**src/rtl/fpu_seq.sv**
```systemverilog
// Multi-cycle IEEE-754-style add/sub/mul unit with start/done handshake.
// Round-to-nearest-even, subnormal flush-to-zero, {overflow, underflow, inexact} flags.
module fpu_seq #(
   parameter int EXP_W = 8,
   parameter int MAN_W = 23
) (
   input  logic                     clk,
   input  logic                     rst_n,
   input  logic                     start,
   input  logic [1:0]               op,
   input  logic [EXP_W+MAN_W:0]     in_a,
   input  logic [EXP_W+MAN_W:0]     in_b,
   output logic [EXP_W+MAN_W:0]     out,
   output logic                     done,
   output logic                     busy,
   output logic [2:0]               flags
);
   localparam int W  = 1 + EXP_W + MAN_W;
   localparam int N  = MAN_W + 1;          // significand width incl. hidden bit
   localparam int F  = MAN_W + 4;          // hidden, fraction, G, R, S
   localparam int M  = MAN_W + 5;          // carry + F
   localparam int XW = EXP_W + 2;
   localparam int CW = $clog2(N + 1);
   localparam logic [EXP_W-1:0]    EXP_ONES = '1;
   localparam logic signed [XW-1:0] BIAS    = XW'((1 << (EXP_W - 1)) - 1);
   localparam logic signed [XW-1:0] EXP_MAX = XW'((1 << EXP_W) - 1);
   localparam logic [W-1:0]        QNAN     = {1'b0, EXP_ONES, 1'b1, {(MAN_W-1){1'b0}}};

   typedef enum logic [2:0] {IDLE, ALIGN, ARITH, NORM, ROUND, CHECK, DONE} state_t;

   state_t                 state;
   logic [W-1:0]           a_reg, b_reg, res_reg;
   logic [1:0]             op_reg;
   logic                   special_reg, sign_reg, eff_sub_reg, inexact_reg;
   logic signed [XW-1:0]   exp_reg;
   logic [F-1:0]           sig_a_reg, sig_b_reg;
   logic [M-1:0]           man_reg;
   logic [2*N-1:0]         prod_reg;
   logic [N-1:0]           mcand_reg;
   logic [CW-1:0]          cnt_reg;

   logic                   sa, sb, sb_eff, is_mul, swap, spec;
   logic [EXP_W-1:0]       ea, eb, e_big, e_small, d;
   logic [MAN_W-1:0]       fa, fb;
   logic                   a_nan, b_nan, a_inf, b_inf, a_zero, b_zero;
   logic [F-1:0]           big_f, small_f, lost_mask, shifted;
   logic [W-1:0]           spec_res;
   logic signed [XW-1:0]   mul_exp;

   // Unpack, special-value resolution and alignment of the captured operands
   always_comb begin
      {sa, ea, fa} = a_reg;
      {sb, eb, fb} = b_reg;
      is_mul  = (op_reg == 2'b10);
      sb_eff  = sb ^ (op_reg == 2'b01);
      a_nan   = (ea == EXP_ONES) && (fa != '0);
      b_nan   = (eb == EXP_ONES) && (fb != '0);
      a_inf   = (ea == EXP_ONES) && (fa == '0);
      b_inf   = (eb == EXP_ONES) && (fb == '0);
      a_zero  = (ea == '0);
      b_zero  = (eb == '0);
      spec     = 1'b1;
      spec_res = '0;
      if (a_nan || b_nan)
         spec_res = QNAN;
      else if (is_mul) begin
         if ((a_inf && b_zero) || (a_zero && b_inf)) spec_res = QNAN;
         else if (a_inf || b_inf)   spec_res = {sa ^ sb, EXP_ONES, {MAN_W{1'b0}}};
         else if (a_zero || b_zero) spec_res = {sa ^ sb, {(W-1){1'b0}}};
         else                       spec = 1'b0;
      end else begin
         if (a_inf && b_inf)        spec_res = (sa != sb_eff) ? QNAN : {sa, EXP_ONES, {MAN_W{1'b0}}};
         else if (a_inf)            spec_res = {sa, EXP_ONES, {MAN_W{1'b0}}};
         else if (b_inf)            spec_res = {sb_eff, EXP_ONES, {MAN_W{1'b0}}};
         else if (a_zero && b_zero) spec_res = {sa & sb_eff, {(W-1){1'b0}}};
         else if (a_zero)           spec_res = {sb_eff, eb, fb};
         else if (b_zero)           spec_res = a_reg;
         else                       spec = 1'b0;
      end
      swap    = ({eb, fb} > {ea, fa});
      e_big   = swap ? eb : ea;
      e_small = swap ? ea : eb;
      big_f   = {1'b1, swap ? fb : fa, 3'b000};
      small_f = {1'b1, swap ? fa : fb, 3'b000};
      d       = e_big - e_small;
      lost_mask = '0;
      if (d >= EXP_W'(F - 1))
         shifted = {{(F-1){1'b0}}, 1'b1};
      else begin
         lost_mask = (F'(1) << d) - F'(1);
         shifted   = (small_f >> d) | {{(F-1){1'b0}}, |(small_f & lost_mask)};
      end
      mul_exp = $signed({2'b00, ea}) + $signed({2'b00, eb}) - BIAS;
   end

   logic [N:0]           psum;
   logic [2*N-1:0]       prod_next;
   logic                 round_up;
   logic signed [XW-1:0] e_c;
   logic [MAN_W-1:0]     frac_c;

   always_comb begin
      psum      = {1'b0, prod_reg[2*N-1:N]} + (prod_reg[0] ? {1'b0, mcand_reg} : '0);
      prod_next = {psum, prod_reg[N-1:1]};
      round_up  = man_reg[2] & (man_reg[1] | man_reg[0] | man_reg[3]);
      e_c       = exp_reg + (man_reg[M-1] ? XW'(1) : XW'(0));
      frac_c    = man_reg[M-1] ? man_reg[M-2:4] : man_reg[M-3:3];
   end

   always_ff @(posedge clk or negedge rst_n) begin
      if (!rst_n) begin
         state <= IDLE;  out <= '0;  done <= 1'b0;  busy <= 1'b0;  flags <= '0;
         a_reg <= '0;  b_reg <= '0;  res_reg <= '0;  op_reg <= '0;
         special_reg <= 1'b0;  sign_reg <= 1'b0;  eff_sub_reg <= 1'b0;  inexact_reg <= 1'b0;
         exp_reg <= '0;  sig_a_reg <= '0;  sig_b_reg <= '0;  man_reg <= '0;
         prod_reg <= '0;  mcand_reg <= '0;  cnt_reg <= '0;
      end else begin
         case (state)
            IDLE: if (start) begin
               a_reg <= in_a;  b_reg <= in_b;  op_reg <= op;
               busy  <= 1'b1;  inexact_reg <= 1'b0;
               state <= ALIGN;
            end
            ALIGN: begin
               special_reg <= spec;
               res_reg     <= spec_res;
               sign_reg    <= is_mul ? (sa ^ sb) : (swap ? sb_eff : sa);
               exp_reg     <= is_mul ? mul_exp : $signed({2'b00, e_big});
               sig_a_reg   <= big_f;
               sig_b_reg   <= shifted;
               eff_sub_reg <= sa ^ sb_eff;
               mcand_reg   <= {1'b1, fa};
               prod_reg    <= {{N{1'b0}}, 1'b1, fb};
               cnt_reg     <= '0;
               state       <= ARITH;
            end
            ARITH: begin
               if (special_reg) begin
                  out <= res_reg;  flags <= '0;  done <= 1'b1;  state <= DONE;
               end else if (is_mul) begin
                  prod_reg <= prod_next;
                  cnt_reg  <= cnt_reg + 1'b1;
                  // Product bits below R fold into sticky
                  if (cnt_reg == CW'(N - 1)) begin
                     man_reg <= {prod_next[2*N-1:2*N-M+1], |prod_next[2*N-M:0]};
                     state   <= NORM;
                  end
               end else begin
                  man_reg <= eff_sub_reg ? ({1'b0, sig_a_reg} - {1'b0, sig_b_reg})
                                         : ({1'b0, sig_a_reg} + {1'b0, sig_b_reg});
                  state   <= NORM;
               end
            end
            NORM: begin
               if (man_reg == '0) begin
                  out <= '0;  flags <= '0;  done <= 1'b1;  state <= DONE;
               end else if (man_reg[M-1]) begin
                  man_reg <= {1'b0, man_reg[M-1:2], man_reg[1] | man_reg[0]};
                  exp_reg <= exp_reg + XW'(1);
               end else if (man_reg[M-2]) begin
                  state <= ROUND;
               end else begin
                  // The last left shift exits directly once the next bit becomes the hidden bit
                  man_reg <= man_reg << 1;
                  exp_reg <= exp_reg - XW'(1);
                  if (man_reg[M-3]) state <= ROUND;
               end
            end
            ROUND: begin
               man_reg     <= {man_reg[M-1:3] + (M-3)'(round_up), 3'b000};
               inexact_reg <= |man_reg[2:0];
               state       <= CHECK;
            end
            CHECK: begin
               if (e_c >= EXP_MAX) begin
                  out <= {sign_reg, EXP_ONES, {MAN_W{1'b0}}};  flags <= 3'b101;
               end else if (e_c <= 0) begin
                  out <= {sign_reg, {(W-1){1'b0}}};  flags <= 3'b011;
               end else begin
                  out <= {sign_reg, e_c[EXP_W-1:0], frac_c};  flags <= {2'b00, inexact_reg};
               end
               done  <= 1'b1;
               state <= DONE;
            end
            DONE: if (!start) begin
               done <= 1'b0;  busy <= 1'b0;  state <= IDLE;
            end
            default: state <= IDLE;
         endcase
      end
   end
endmodule

```
**config.mk**
```make
export PLATFORM = sky130hd
export DESIGN_NAME = fpu_seq
export DESIGN_NICKNAME = d
export VERILOG_FILES = /design/src/rtl/fpu_seq.sv
export SDC_FILE = /design/constraint.sdc
export NUM_CORES = 1
export LEC_CHECK = 0
export CAP_MARGIN = 20
export CORE_MARGIN = 2
export CORE_UTILIZATION = 54
export CTS_CLUSTER_SIZE = 10
export DETAILED_ROUTE_END_ITERATION = 10
export HOLD_SLACK_MARGIN = 0.05
export MAX_ROUTING_LAYER = met4
export PLACE_DENSITY_LB_ADDON = 0.3
export SLEW_MARGIN = 25
export SYNTH_ARGS = -nofsm -noshare
export SYNTH_HDL_FRONTEND = slang
export SYNTH_SLANG_ARGS = --single-unit
```
**constraint.sdc**
```tcl
create_clock -name clk -period 18.2 [get_ports clk]
set_input_delay 3.64 -clock clk [delete_from_list [all_inputs] [get_ports clk]]
set_output_delay 3.64 -clock clk [all_outputs]
set_load 0.02 [all_outputs]
```
==> flow_summary.toml, run 1 <==
[status]
status = "finished clean"

[place]
routabilityCongestion = 1.07
dp.final_hpwl_mm = 59.5
portBuffers = 105

[layout]
drive_gt1_share_pct = 5.96
nFillCells = 3580
largest_reg_flops = 48
final_common_cell = "nand2_1"
mostFrequentLayoutCells = "nand2_1 (398), dfrtp_1 (307), o21ai_0 (268)"
syn2layout_area_growth_pct = 11.6
fin_nets = 2923

[synth]
synthAdderAreaFrac_pct = 7.97
ys.flop_type = "dfrtp_1"
synth_mux_area_share_pct = 6.44
synth_top_area_share_pct = 35.1
ys_seq_area_share_pct = 35.1
synth-xor-area-share_pct = 3.08
syn_area_per_cell_sq_um = 8.09
postSynthCellCount = 2703
synth-simple-area-share_pct = 19.0
synth_top_cell_by_area = "dfrtp_1"
synth_top_family_by_area = "compound AO/OA/AOI/OAI gates"
synth_nets = 2909
synth_edf_count = 0
async_flop_share_pct = 100
synth_compound_area_share_pct = 23.4
netlist_area_sq_um = 21900
synthTopCellsByArea = "dfrtp_1 (35%), ha_1 (7.6%), nand2_1 (6.9%)"
synth_seq_cells = 307
ys_types = 84
ys_warn_count = 0

[grt]
grt_pass1_vias = 20200
grt_antenna_before_repair = 4
grt_use_met3_pct = 8.08
grtUsageTotal_pct = 38.8
grt.met1_usage_pct = 51.1
grt-busiest-layer = "met2"
grt_pass1_wl_mm = 121
grt_overflow_total = 0
use_met2_pct = 56.0
grt_max_degree = 96

[floorplan]
die_h_um = 205
core_sq_um = 39800
dieArea_sq_um = 42100
start_util_pct = 54.9
io_pins = 106
die_width_um = 205
rows = 73

[route]
postRouteAntennaNets = 0
drt-pass1-iter-count = 5
vias_per_cell = 6.58
vias = 21500
wire_per_inst_um = 24.4
drt_iter0_drc = 2122
drc = 0
routed_wl_mm = 79.5

[critical_path]
cp-start-kind = "register"
path_delay_family = "compound AO/OA/AOI/OAI gates"
crit_path_top_delay_cell = "buf_4"
path_cells = "inv_1 -> ha_1 -> nand4_1 -> nor3_1 -> o311ai_0 -> o211ai_1 -> o211ai_2 -> nand2_2 -> buf_4 -> mux2i_1 -> ha_1 -> nand2_1 -> a21oi_1 -> nor2_1 -> nand3_1 -> and2_1 -> a21oi_1 -> a2111oi_4 -> o31a_1 -> nand2_1 -> a2111oi_0 -> o32ai_1 -> o41a_1"
crit_fanout = 60
cp-end-kind = "register"
required_ns = 18.63
arrival_ns = 7.01
crit_type = "register to register"
slowest_delay_ns = 0.67
critPathBufInv = 2

[clock_network]
cts-root-buf = "clkbuf_16"
numCtsBuffers = 39
postCtsHoldBufs = 0
clockBufferDepth = 3
cts_resized = 0
clk_pin_slew_worst_paths_ns = 0.06
cts_tree = "yes"
clk_latency_ns = 0.57
post_cts_buffers = 0
h-tree-depth = 2
numClockSinks = 307

[sta]
relSlewSlack_pct = 26.4
slew_viol_final = 0
finalCritPeriodShare_pct = 36.1
grt_setup_unrepaired = "no"
worst_pin_slew_ns = 1.10
finalSetupViolations = 0
hold_violations = 0
fmax_mhz = 152
clock_skew_ns = 0.0315
period_needed_ns = 6.58
tns_ns = 0

[flow_run]
cap_viol_max_count = 0

[min_path]
hold_path_class = "register to register"
[final cells by class]
type,instances,area (sq um),area share (%)
Inverter,121,454,1.86
Tap cell,525,657,2.69
Sequential cell,307,7680,31.5
Clock inverter,6,52.6,0.215
Multi-Input combinational cell,2107,13100,53.8
Antenna cell,2,5.00,0.0205
Timing Repair Buffer,141,1360,5.56
Clock buffer,53,1060,4.34
[final timing paths]
check | from | end | slack [ns] | cells after the start
min in group asynchronous | rst_n | man_reg[14]$_DFFE_PN0P_ | 3.06 | 1
max in group asynchronous | rst_n | res_reg[18]$_DFFE_PN0N_ | 13.16 | 3
setup / recovery | a_reg[13]$_DFFE_PN0P_ | sig_b_reg[0]$_DFFE_PN0N_ | 11.62 | 23
hold reg to reg | out[27]$_DFFE_PN0P_ | out[27]$_DFFE_PN0P_ | 0.47 | 2
hold / removal | out[27]$_DFFE_PN0P_ | out[27]$_DFFE_PN0P_ | 0.47 | 2
setup reg to reg | a_reg[13]$_DFFE_PN0P_ | sig_b_reg[0]$_DFFE_PN0N_ | 11.62 | 23
[synthesized netlist by cell type (22+ instances only)]
| master | number |
|---|---|
| nand3_1 | 62 |
| nand2_1 | 400 |
| ha_1 | 133 |
| and2_1 | 37 |
| nor2_1 | 228 |
| and3_1 | 31 |
| a31oi_1 | 68 |
| clkbuf_1 | 147 |
| a22oi_1 | 31 |
| inv_1 | 119 |
| xnor2_1 | 57 |
| a21oi_1 | 214 |
| o21ai_0 | 268 |
| mux2_2 | 41 |
| nand4_1 | 22 |
| nor3_1 | 50 |
| a211oi_1 | 32 |
| nor4_1 | 25 |
| mux2i_1 | 91 |
| dfrtp_1 | 307 |
[through the flow]
stage | cells | setup WS (ns) | cell area (sq um) | util [%] | hold WS [ns]
after global placement | 3200 | 11.91 | 23200 | 58.4 | 0.457
final | 3262 | 11.62 | 24400 | 61.3 | 0.474
after CTS | 3259 | 11.93 | 24400 | 61.2 | 0.479
after floorplan | 2703 | 12.24 | 21900 | - | 0.438
after global routing | 3262 | 11.34 | 24400 | 61.3 | 0.500
after detailed placement | 3200 | 11.96 | 23200 | 58.4 | 0.465
[routing by layer]
layer  share of wire, %  vias up
met4                6.2        0
met2                 43     1105
li1                   -     9698
met5                  0        -
met3                9.7      221
met1                 41    10500
[worst register-to-register path: stages (launching register included)]
cell	delay, ns
dfrtp_1	0.42
inv_1	0.10
ha_1	0.34
nand4_1	0.11
nor3_1	0.47
o311ai_0	0.25
o211ai_1	0.15
o211ai_2	0.25
nand2_2	0.14
buf_4	0.67
mux2i_1	0.27
ha_1	0.21
nand2_1	0.08
a21oi_1	0.15
nor2_1	0.06
nand3_1	0.13
and2_1	0.23
a21oi_1	0.13
a2111oi_4	0.37
o31a_1	0.63
nand2_1	0.27
a2111oi_0	0.51
o32ai_1	0.18
o41a_1	0.32
[logic make-up (layout without fill, tap and decap cells)]
family | count (synthesis) | count (layout)
AOI/OAI and AO/OA | 831 | 831
xor gates and xnor gates | 77 | 77
adders and majority gates | 137 | 137
buffers and inverters | 289 | 321
DFF | 307 | 307
muxes | 134 | 134
other | 0 | 2
and+or+nand+nor | 928 | 928
Power of run 1 is not shown: default switching activity piles up to over one toggle a cycle in this logic, so the estimate is an artifact.
==> run 2, diff against run 1 <==
clock period = 5.6 ns   (was 18.2 ns; I/O delays follow)
==> flow_summary.toml, run 2 (same netlist as run 1, synthesis figures left out) <==
[layout]
post-route-util_pct = 62.8
fin_nets = 2984
mostFrequentLayoutCells = "nand2_1 (398), dfrtp_1 (307), o21ai_0 (268)"
largest_reg_flops = 48
drive_gt1_share_pct = 8.22
syn2layout_area_growth_pct = 14.3
final_area_sq_um = 25000
nFillCells = 3405
final_common_cell = "nand2_1"

[critical_path]
rr_startpoint = "a_reg[27]$_DFFE_PN0P_"
crit_path_start = "a_reg[27]$_DFFE_PN0P_"
cp-start-kind = "register"
arrival_ns = 5.75
crit_type = "register to register"
rr_endpoint = "sig_b_reg[0]$_DFFE_PN0N_"
r2r_slack_ns = 0.30
critPathCapture = "sig_b_reg[0]$_DFFE_PN0N_"
crit_fanout = 23
reg2reg_depth = 18
required_ns = 6.05
cp-end-kind = "register"

[floorplan]
core_sq_um = 39800
rows = 73
die_width_um = 205
dieArea_sq_um = 42100
die_h_um = 205
io_pins = 106
start_util_pct = 54.9

[place]
dp.final_hpwl_mm = 61.5
place_area_sq_um = 23800
portBuffers = 105
routabilityCongestion = 1.01

[grt]
grtUsageTotal_pct = 39.8
grt_max_degree = 111
grt_pass1_wl_mm = 123
grt_overflow_total = 0
grt_pass1_vias = 20100
grt_antenna_before_repair = 4

[route]
wire_per_inst_um = 24.6
drt-pass1-iter-count = 6
vias_per_cell = 6.49
vias = 21600
routed_wl_mm = 81.7
drc = 0
postRouteAntennaNets = 0
drt_iter0_drc = 2520

[sta]
clock_skew_ns = 0.0180
relSlewSlack_pct = 31.4
finalSetupViolations = 0
hold_violations = 0
fmax_mhz = 189
tns_ns = 0
grt_setup_unrepaired = "no"
finalCritPeriodShare_pct = 94.7
worst_pin_slew_ns = 1.03
slew_viol_final = 0
period_needed_ns = 5.30

[flow_run]
cap_viol_max_count = 0

[status]
status = "finished clean"

[clock_network]
clk_latency_ns = 0.58
clk_pin_slew_worst_paths_ns = 0.06
numClockSinks = 307
clockBufferDepth = 3
postCtsHoldBufs = 0
cts-root-buf = "clkbuf_16"
cts_tree = "yes"
numCtsBuffers = 39
h-tree-depth = 2

[min_path]
hold_path_class = "register to register"
min-delay-start = "mcand_reg[0]$_DFFE_PN0N_"
-- run 2: how the worst min path moves through the flow --
stage                          endpoint  cells past startpoint  slack [ns]
5_1_grt        mcand_reg[0]$_DFFE_PN0N_                      2        0.49
3_5_place_dp   mcand_reg[0]$_DFFE_PN0N_                      2        0.45
2_1_floorplan  mcand_reg[0]$_DFFE_PN0N_                      2        0.44
3_3_place_gp   mcand_reg[0]$_DFFE_PN0N_                      2        0.46
6_report       mcand_reg[0]$_DFFE_PN0N_                      2        0.47
4_1_cts        mcand_reg[0]$_DFFE_PN0N_                      2        0.47
-- run 2: metal layers --
| metal | wire [um] | vias to the layer above | GRT usage [%] | part of all wire, % |
|---|---|---|---|---|
| li1 | - | 9812 | - | - |
| met1 | 34300 | 10400 | 53.2 | 42 |
| met2 | 36300 | 1136 | 59.2 | 44 |
| met3 | 7010 | 201 | 7.02 | 8.6 |
| met4 | 4190 | 0 | 17.8 | 5.1 |
| met5 | 0 | - | - | 0 |
-- run 2: stage by stage --
stage / setup WS (ns) / instances / hold slack [ns]
6_report: 0.298 / 3326 / 0.469
5_1_grt: 0.0283 / 3326 / 0.495
4_1_cts: 0.314 / 3324 / 0.469
3_5_place_dp: 0.352 / 3262 / 0.455
3_3_place_gp: 0.392 / 3262 / 0.456
2_1_floorplan: 0.0822 / 2703 / 0.438
-- run 2: what timing repair did --
action                                  CTS  global route
gates resized for setup                   0             2
buffers inserted                          0             0
endpoints found under the setup margin    0             3
-- run 2: layout make-up --
type	count	area (sq um)	share of cell area, %
tap	525	657	2.63
timing repair buffer	202	1830	7.34
inverter	121	454	1.82
antenna	2	5.00	0.0200
clock inverter	5	87.6	0.350
multi-input combinational	2107	13200	52.6
sequential	307	7680	30.7
clock buffer	57	1120	4.49
-- run 2: critical path: stages, from the launching register on --
cell and delay [ns]:
dfrtp_1 0.46, inv_1 0.11, ha_2 0.45, and3_1 0.26
nand2_2 0.10, nor4_4 0.26, nand4_1 0.21, o211ai_2 0.14
buf_4 0.20, and2_2 0.26, buf_4 0.37, mux2i_1 0.59
mux2i_1 0.34, nand2_1 0.14, nand2_1 0.05, o21ai_0 0.29
o221ai_1 0.20, a2111o_1 0.37, o41a_1 0.37
Power of run 2 is left out for the same reason.
